File: src/rtl/multicycle_ctrl.sv
// Main sequencer of the multi-cycle RV32I core: FETCH/DECODE/EXEC/MEM/WB with memory timeout.
// Latency: every output is registered; pulses appear the cycle after the deciding state (ALU 4, branch 3, load 5, store 4 + waits).
// Backpressure: imem_req/dmem_req held until ack (acks ignored while no request); TIMEOUT waits -> sticky bus_err + HALT.
// Optional: define TRAP_ILLEGAL_EN to trap unknown opcodes (adds sticky 'illegal' output); otherwise they act as NOPs.
module multicycle_ctrl #(
    parameter int TIMEOUT = 255,
    parameter int CNT_W   = 8
) (
    input  logic       clk,
    input  logic       rst_n,
    input  logic [4:0] opcode,
    input  logic [2:0] funct3,
    input  logic       br_taken,
    output logic       imem_req,
    input  logic       imem_ack,
    output logic       dmem_req,
    output logic       dmem_we,
    input  logic       dmem_ack,
    output logic       ir_we,
    output logic       pc_we,
    output logic [1:0] pc_sel,
    output logic       alu_a_sel,
    output logic       alu_b_sel,
    output logic       rf_we,
    output logic [1:0] wb_sel,
    output logic       halted,
`ifdef TRAP_ILLEGAL_EN
    output logic       illegal,
`endif
    output logic       bus_err
);

    localparam logic [4:0] OPC_LOAD     = 5'b00000;
    localparam logic [4:0] OPC_MISC_MEM = 5'b00011;
    localparam logic [4:0] OPC_OP_IMM   = 5'b00100;
    localparam logic [4:0] OPC_AUIPC    = 5'b00101;
    localparam logic [4:0] OPC_STORE    = 5'b01000;
    localparam logic [4:0] OPC_OP       = 5'b01100;
    localparam logic [4:0] OPC_LUI      = 5'b01101;
    localparam logic [4:0] OPC_BRANCH   = 5'b11000;
    localparam logic [4:0] OPC_JALR     = 5'b11001;
    localparam logic [4:0] OPC_JAL      = 5'b11011;
    localparam logic [4:0] OPC_SYSTEM   = 5'b11100;

    localparam logic [CNT_W-1:0] CNT_LAST = CNT_W'(TIMEOUT - 1);

    typedef enum logic [2:0] {
        ST_FETCH  = 3'd0,
        ST_DECODE = 3'd1,
        ST_EXEC   = 3'd2,
        ST_MEM    = 3'd3,
        ST_WB     = 3'd4,
        ST_HALT   = 3'd5,
        ST_TRAP   = 3'd6
    } state_t;

    state_t           state_q, state_d;
    logic [CNT_W-1:0] cnt_q, cnt_d;
    logic             timeout_hit;

    logic       imem_req_q, imem_req_d;
    logic       dmem_req_q, dmem_req_d;
    logic       dmem_we_q, dmem_we_d;
    logic       ir_we_q, ir_we_d;
    logic       pc_we_q, pc_we_d;
    logic [1:0] pc_sel_q, pc_sel_d;
    logic       alu_a_sel_q, alu_a_sel_d;
    logic       alu_b_sel_q, alu_b_sel_d;
    logic       rf_we_q, rf_we_d;
    logic [1:0] wb_sel_q, wb_sel_d;
    logic       halted_q, halted_d;
    logic       bus_err_q, bus_err_d;
    logic       illegal_q, illegal_d;

    // funct3 only matters to the memory/ALU datapath; sequencing ignores it.
    logic unused_funct3;
    assign unused_funct3 = ^funct3;

    // State, wait counter and all registered outputs.
    always_ff @(posedge clk or negedge rst_n) begin
        if (!rst_n) begin
            state_q     <= ST_FETCH;
            cnt_q       <= '0;
            imem_req_q  <= 1'b0;
            dmem_req_q  <= 1'b0;
            dmem_we_q   <= 1'b0;
            ir_we_q     <= 1'b0;
            pc_we_q     <= 1'b0;
            pc_sel_q    <= 2'd0;
            alu_a_sel_q <= 1'b0;
            alu_b_sel_q <= 1'b0;
            rf_we_q     <= 1'b0;
            wb_sel_q    <= 2'd0;
            halted_q    <= 1'b0;
            bus_err_q   <= 1'b0;
            illegal_q   <= 1'b0;
        end else begin
            state_q     <= state_d;
            cnt_q       <= cnt_d;
            imem_req_q  <= imem_req_d;
            dmem_req_q  <= dmem_req_d;
            dmem_we_q   <= dmem_we_d;
            ir_we_q     <= ir_we_d;
            pc_we_q     <= pc_we_d;
            pc_sel_q    <= pc_sel_d;
            alu_a_sel_q <= alu_a_sel_d;
            alu_b_sel_q <= alu_b_sel_d;
            rf_we_q     <= rf_we_d;
            wb_sel_q    <= wb_sel_d;
            halted_q    <= halted_d;
            bus_err_q   <= bus_err_d;
            illegal_q   <= illegal_d;
        end
    end

    // Next state and wait counter; an ack only counts while our request is actually on the bus.
    always_comb begin
        state_d     = state_q;
        cnt_d       = cnt_q;
        timeout_hit = 1'b0;
        case (state_q)
            ST_FETCH: begin
                if (imem_req_q) begin
                    if (imem_ack)               state_d = ST_DECODE;
                    else if (cnt_q == CNT_LAST) begin
                        state_d     = ST_HALT;
                        timeout_hit = 1'b1;
                    end else if (cnt_q != '1)   cnt_d = cnt_q + 1'b1;
                end
            end
            ST_DECODE: begin
                case (opcode)
                    OPC_SYSTEM:   state_d = ST_HALT;
                    OPC_MISC_MEM: state_d = ST_FETCH;
                    OPC_LOAD, OPC_STORE, OPC_OP, OPC_OP_IMM, OPC_LUI, OPC_AUIPC,
                    OPC_BRANCH, OPC_JAL, OPC_JALR:
                                  state_d = ST_EXEC;
`ifdef TRAP_ILLEGAL_EN
                    default:      state_d = ST_TRAP;
`else
                    default:      state_d = ST_FETCH;
`endif
                endcase
            end
            ST_EXEC: begin
                if (opcode == OPC_LOAD || opcode == OPC_STORE) state_d = ST_MEM;
                else if (opcode == OPC_BRANCH)                 state_d = ST_FETCH;
                else                                           state_d = ST_WB;
            end
            ST_MEM: begin
                if (dmem_req_q) begin
                    if (dmem_ack)               state_d = (opcode == OPC_STORE) ? ST_FETCH : ST_WB;
                    else if (cnt_q == CNT_LAST) begin
                        state_d     = ST_HALT;
                        timeout_hit = 1'b1;
                    end else if (cnt_q != '1)   cnt_d = cnt_q + 1'b1;
                end
            end
            ST_WB:   state_d = ST_FETCH;
            default: state_d = state_q;
        endcase
        // Each new bus access gets a fresh timeout budget.
        if (state_d != state_q && (state_d == ST_FETCH || state_d == ST_MEM)) cnt_d = '0;
    end

    // Output decode: requests follow the next state, enable pulses follow the transition taken.
    always_comb begin
        imem_req_d  = (state_d == ST_FETCH);
        dmem_req_d  = (state_d == ST_MEM);
        dmem_we_d   = (state_d == ST_MEM) && (opcode == OPC_STORE);
        ir_we_d     = (state_q == ST_FETCH) && (state_d == ST_DECODE);
        pc_we_d     = 1'b0;
        pc_sel_d    = 2'd0;
        rf_we_d     = 1'b0;
        wb_sel_d    = 2'd0;
        alu_a_sel_d = 1'b0;
        alu_b_sel_d = 1'b0;
        case (state_q)
            ST_DECODE: pc_we_d = (state_d == ST_FETCH);
            ST_EXEC: begin
                if (opcode == OPC_BRANCH) begin
                    pc_we_d  = 1'b1;
                    pc_sel_d = br_taken ? 2'd1 : 2'd0;
                end
            end
            ST_MEM:    pc_we_d = (state_d == ST_FETCH);
            ST_WB: begin
                rf_we_d = 1'b1;
                pc_we_d = 1'b1;
                if (opcode == OPC_LOAD)                           wb_sel_d = 2'd1;
                else if (opcode == OPC_JAL || opcode == OPC_JALR) wb_sel_d = 2'd2;
                if (opcode == OPC_JAL)       pc_sel_d = 2'd1;
                else if (opcode == OPC_JALR) pc_sel_d = 2'd2;
            end
            default: ;
        endcase
        // ALU operand selects stay valid for the whole execute/memory/write-back span.
        if (state_d == ST_EXEC || state_d == ST_MEM || state_d == ST_WB) begin
            case (opcode)
                OPC_OP_IMM, OPC_LOAD, OPC_STORE, OPC_JALR: alu_b_sel_d = 1'b1;
                OPC_LUI, OPC_AUIPC, OPC_JAL, OPC_BRANCH: begin
                    alu_a_sel_d = 1'b1;
                    alu_b_sel_d = 1'b1;
                end
                default: ;
            endcase
        end
        halted_d  = halted_q || (state_d == ST_HALT) || (state_d == ST_TRAP);
        bus_err_d = bus_err_q || timeout_hit;
        illegal_d = illegal_q || (state_d == ST_TRAP);
    end

    assign imem_req  = imem_req_q;
    assign dmem_req  = dmem_req_q;
    assign dmem_we   = dmem_we_q;
    assign ir_we     = ir_we_q;
    assign pc_we     = pc_we_q;
    assign pc_sel    = pc_sel_q;
    assign alu_a_sel = alu_a_sel_q;
    assign alu_b_sel = alu_b_sel_q;
    assign rf_we     = rf_we_q;
    assign wb_sel    = wb_sel_q;
    assign halted    = halted_q;
    assign bus_err   = bus_err_q;
`ifdef TRAP_ILLEGAL_EN
    assign illegal   = illegal_q;
`else
    logic unused_illegal;
    assign unused_illegal = illegal_q;
`endif

endmodule

File: config.mk
export PLATFORM = sky130hd
export DESIGN_NAME = multicycle_ctrl
export DESIGN_NICKNAME = d
export VERILOG_FILES = /design/src/rtl/multicycle_ctrl.sv
export SDC_FILE = /design/constraint.sdc
export NUM_CORES = 1
export LEC_CHECK = 0
export CAP_MARGIN = 20
export CORE_ASPECT_RATIO = 0.9
export CORE_MARGIN = 5
export CORE_UTILIZATION = 35
export CTS_CLUSTER_SIZE = 20
export DETAILED_ROUTE_END_ITERATION = 8
export DONT_BUFFER_PORTS = 1
export GPL_TIMING_DRIVEN = 0
export PLACE_DENSITY = 0.49
export SLEW_MARGIN = 0
export SYNTH_ARGS = -nofsm -noshare
export SYNTH_HDL_FRONTEND = slang
export SYNTH_SLANG_ARGS = --single-unit
export TNS_END_PERCENT = 100
File: constraint.sdc
create_clock -name clk -period 3.39 [get_ports clk]
set_clock_uncertainty 0.15 [all_clocks]
set_input_delay 0.1695 -clock clk [delete_from_list [all_inputs] [get_ports clk]]
set_output_delay 0.1695 -clock clk [all_outputs]
set_load 0.02 [all_outputs]
# == Yosys cells after proc, flatten, opt, wreduce, memory -nomap -nowiden ==
# Memory sizes are Yosys's and may differ from the RTL's.
# Cells that the tools add are included.
# totals
register_bits,25
rom_bits,96
inputBits,13
output_inout_bits,14
n_memories,1
# classes
add_sub_neg,1
n_eq_ne,24
muxes,38
n_reduce_logical,19
# mem_list
memory,words,width,rd,rd_clocked_by_memory_dff,write_ports,line,source
(no name shown),32,3,1,0,0,132,case (opcode)
# op_table
cell,n
8-bit 2-to-1 mux,7
3-bit 2-to-1 mux,8
8-bit one-hot mux with 2 select lines,1
5-bit == test (second input constant),3
3-bit one-hot mux with 5 select lines,1
1-bit 2-to-1 mux,13
3-bit by 2-bit == test with 1-bit output (second input constant),4
3-bit == test (second input constant),4
3-bit inequality test (second input constant),4
5-bit by 3-bit == test with 1-bit output (second input constant),2
5-bit by 4-bit == test with 1-bit output (second input constant),2
2-bit 2-to-1 mux,5
8-bit by 1-bit adder with 8-bit output (second input constant),1
8-bit == test (second input constant),1
1-bit logical OR,8
8-bit inequality test (second input constant),1
8-bit OR reduction,1
3-bit by 1-bit == test with 1-bit output (second input constant),2
3-bit logical NOT,2
5-bit logical NOT,1
5-bit AND reduction,1
2-bit one-hot mux with 2 select lines,1
4-bit OR reduction,1
1-bit logical AND,3
5 further kinds,5

# == Logic depth before layout (Yosys ltp) ==
# depth
word_depth,10
mapped_depth,8
mapped_depth_nobuf,7

# == Worst setup path before layout ==
# OpenSTA, ideal clock, no wires.
# synth_path
kind,reg2reg
startpoint,reg cnt_q[2]
endpoint,reg cnt_q[1]
setup_time_ns,0.087
arrival_time_ns,1.735
required_ns,3.153
slack_ns,1.418
stages_incl_launch_ff,7
path_buffers,0
synth_period_minus_slack_ns,1.972
cell_sequence,dfrtp_1 > and4_1 > and4_1 > o2111a_1 > o221ai_1 > o311ai_4 > a211oi_2
# synth_between
elab_chain_len,10
word_cells_on_any_way,27
classes_between,8 x eq/ne; 14 x mux; 5 x reduce/logical
# synth_lines
element,line,source
start: declaration,58,"logic [CNT_W-1:0] cnt_q, cnt_d;"
start signal: assignment,99,cnt_q <= cnt_d;
8-bit == test,"125, 153",
3-bit 2-to-1 mux,"125, 153",
3-bit 2-to-1 mux (on tied branches),"152, 124",
3-bit 2-to-1 mux (on tied branches),"151, 123",
3-bit one-hot mux with 5 select lines,121,case (state_q)
3-bit by 2-bit == test with 1-bit output or 3-bit logical NOT (tied branches),163,if (state_d != state_q && (state_d == ST_FETCH || state_d == ST_MEM)) cnt_d = '0;
1-bit logical OR,163,
1-bit logical AND,163,
3-bit inequality test (no source line) or 3-bit nonzero test (tied branches),-,
5-bit AND reduction (no source line),-,
# Parallel ways exist; a longest one is shown, timed or not. The select of a mux whose other input is x is not followed.
# A chain may end at the register's enable or synchronous reset.

# == Worst setup path in the final report ==
# layout_path
startpoint,in opcode[1]
endpoint,reg alu_a_sel_q (netlist: alu_a_sel)
# layout_between
elab_chain_len,9
word_cells_on_any_way,22
classes_between,8 x eq/ne; 8 x mux; 5 x reduce/logical; 1 x memory
# layout_lines
element,line,source
start: declaration,11,"input logic [4:0] opcode,"
branches (longest 8 deep; another with memory read 32 x 3 bit),-,
1-bit 2-to-1 mux (*),198,if (state_d == ST_EXEC || state_d == ST_MEM || state_d == ST_WB) begin
named net alu_a_sel_d,67,"logic alu_a_sel_q, alu_a_sel_d;"
end signal: assignment,106,alu_a_sel_q <= alu_a_sel_d;
end: declaration,67,
# Mark *: on every way through the listed nets, which the timed path passes.

==> results.md <==
- Outcome: completed
- Critical path data arrival time: 2.49 ns
- Synth-to-Final Area Change: 11.40%
- CTS Buf Count: 3
- Slew Viols, Final: 0
- Post-Layout Cell Count: ~210
- Drt wl/cell: 15.41 um
- Worst r2r path cells: 7
- CP top delay family: compound AO/OA/AOI/OAI gates
- Initial DRC Count: 68
- GR Overflow Total: 0
- Crit path launch type: input pin
- CTS sink cnt: 25
- Crit-path max FO: 10
- Initial antenna violation count: 0
- Via density: 5.544
- Syn avg cell area: 9.724 um2
- CTS root buf: clkbuf_8
- DPL Wire Length: roughly 2400 um
- Cells after Synth: between 100 and 150
- Worst-path clk slew: approximately 0.080 ns
- Synthesized area: 1449 um2
- Port Buf Inserts: 0
- Worst endpoint required time: approximately 3.4 ns
- Post-synth cell types: 46
- Post-Place Cells: between 150 and 200
- Hold Path Stages: 4
- Residual DRC: 0
- GPL Wtd Cong: around 0.90
- Clock Latency Late Sink: 0.26 ns
- Critical path type: input pin to register
- Pre-CTS WS: 0.9562 ns
- RSZ-0062 raised after global routing: no
- Maxcap violations: 0
- DR pass1 iterations: 4
- Vias in the first global route: roughly 1100
- Ant diodes: 0
- H-Tree Depth: 1
- Hold_ws: slightly below 0.1 ns
- Gr usage total: around 12%
- Final core utilization: approximately 40%
- Vias: between 1000 and 1500
- Synth Flop Type: dfrtp_1
- Largest net degree at the start of global routing: 26
- Critical path depth: 7
- Maximum VDD drop: ~0.33 mV
- Crit. End Element: register
- Synth Warn #: 0
- Critical Path, Cell by Cell: dlygate4sd3_1 -> buf_6 -> or4_4 -> a221oi_1 -> o31ai_1 -> o21ai_0 -> and2_1
- Crit path buf inv count: 2
- Area post-placement: about 1500 um2
- Chip height: slightly above 70 um
- Clock tree buffer depth: 2
- Overall power: roughly 1.1 mW
- Fin crit share: 72.05%
- Die Width: 77.82 um
- CTS tree: done
- FFs w/ async S/R, synth: between 90% and 100%
- Footprint of the multi-input gates: about 750 um2
- Critical path's slowest cell: dlygate4sd3_1
- Syn_nets: around 160
- Die Area: ~5500 um2
- Seq/Total Area, Yosys: a little over two fifths
- Final setup violation count: 0
- Sum of negative setup slack: 0 ns
- Seq cells post-synth: 25
- Hold Path Class: input pin to register
- EDFF count, synth: 0
- Initial Utilization: 35.81%
- Max_slew headroom: 51.97%
- Detailed Route WL: roughly 3200 um
- Routed Antenna Nets: 0
- Fmax: just over 400 MHz
- Placement row count: 22
- Core Footprint: about 4000 um2
- Boundary pin count: 27
- Final #Nets: roughly 170
- Setup Fix Bufs, Post-CTS: 0
- Worst setup margin: 0.9475 ns
- Crit-path max cell delay: about 0.55 ns
- Final hold violation count: 0
- Register Area: 625.6 um2
- Post-route cell area: about 1600 um2
- First-pass GRT wire length: 5520 um
- PwrDens: ~660 nW/um2
- Post-layout min period: around 2.4 ns
- Fill cells: about 400
- Worst-margin pin slew: slightly above 0.7 ns
- Leak: between 0.7 and 0.8 nW
- Share of layout cells above drive strength 1: between 10% and 20%
==> registers in the layout (all words and copies together) (netlist names), 2 cells and up <==
register	cells
cnt_q	8
state_q	3
pc_sel	2
wb_sel	2
==> what timing repair did <==
item,CTS,global route
gates resized for setup,0,0
hold buffers,5,0
endpoints found under the hold margin,28,0
==> per-layer routing <==
metal	vias to the layer above	track usage (%)	share of wire, %
li1	556	-	-
met4	0	1.718	0.32
met2	37	18.07	44
met1	547	17.31	47
met3	2	4.835	9.2
met5	-	0	0
==> path summary, 6_finish.rpt <==
kind	from	to	slack (ns)
worst max register to register	state_q[1]	cnt_q[0]	0.96
worst max-delay path	opcode[1]	alu_a_sel	0.95
worst min register to register	cnt_q[5]	cnt_q[5]	0.39
worst min-delay path	opcode[4]	dmem_we	0.1
max in group asynchronous	rst_n	bus_err	2.75
min in group asynchronous	rst_n	state_q[0]	0.20
==> cell type report <==
type                            instances  share of cell area (%)
Sequential cell                        25                   38.76
Buffer                                  9                   3.566
Timing Repair Buffer                    5                   3.721
Tap cell                               48                   3.721
Clock buffer                            4                   2.791
Inverter                                5                   1.163
Multi-Input combinational cell        110                   46.28
==> cells in the mapped netlist, types with 2 or more instances <==
cell      instances  area [um2]
nor3b_1           2       15.01
o31ai_1           2       15.01
and3_1            4       25.02
nor3_1            6       30.03
xnor2_1           3       26.28
buf_2             4       20.02
ha_1              2       25.02
dfrtp_1          25       625.6
buf_6             2       22.52
clkbuf_1          2       7.510
nor2b_1           4       25.02
nand2b_1          6       37.54
nor2_1           17       63.81
o21ai_0           7       35.03
nand2_1           9       33.78
nand4_1           3       18.77
and2_1            3       18.77
and4_1            2       17.52
nand3_1           5       25.02
xor2_1            6       52.55
a31oi_1           2       12.51
a32o_1            2       20.02
inv_1             5       18.77
a21oi_1           4       20.02
==> worst reg2reg max path, stage by stage (launching register included) <==
cell and delay (ns):
dfrtp_1 0.34, clkbuf_1 0.38, nor2_1 0.17, a22o_1 0.26, nand2_1 0.10, nand3_1 0.28
o311ai_4 0.53, nor2_1 0.10
==> where the power goes <==
group | total [mW] | internal [mW] | leakage, nW | switching (mW)
Clock | 0.164 | 0.0837 | 0.0228 | 0.0807
Combinational | 0.461 | 0.176 | 0.346 | 0.285
Sequential | 0.443 | 0.355 | 0.335 | 0.0880
==> cell usage in the layout, fill, tap and decap left out, types with 2 or more instances in the layout <==
master / n
xor2_1: 6
a31oi_1: 2
dlygate4sd3_1: 4
a32o_1: 2
nand2b_1: 6
buf_2: 4
o21ai_0: 7
and4_1: 2
nor3b_1: 2
and3_1: 4
clkbuf_8: 3
a21oi_1: 4
dfrtp_1: 25
and2_1: 3
inv_1: 5
clkbuf_1: 3
nor2b_1: 4
ha_1: 2
xnor2_1: 3
nor2_1: 17
nand2_1: 9
o31ai_1: 2
nand3_1: 5
buf_6: 2
nand4_1: 3
nor3_1: 6
==> cell families after synthesis <==
kind of cell               share of synthesized area [%]
AOI/OAI and AO/OA                                  16.24
xor gates and xnor gates                           5.441
adders and majority gates                          1.727
buffers and inverters                              5.268
DFF                                                43.18
and+or+nand+nor                                    28.15
No activity file was read; power rests on OpenSTA's default activity.
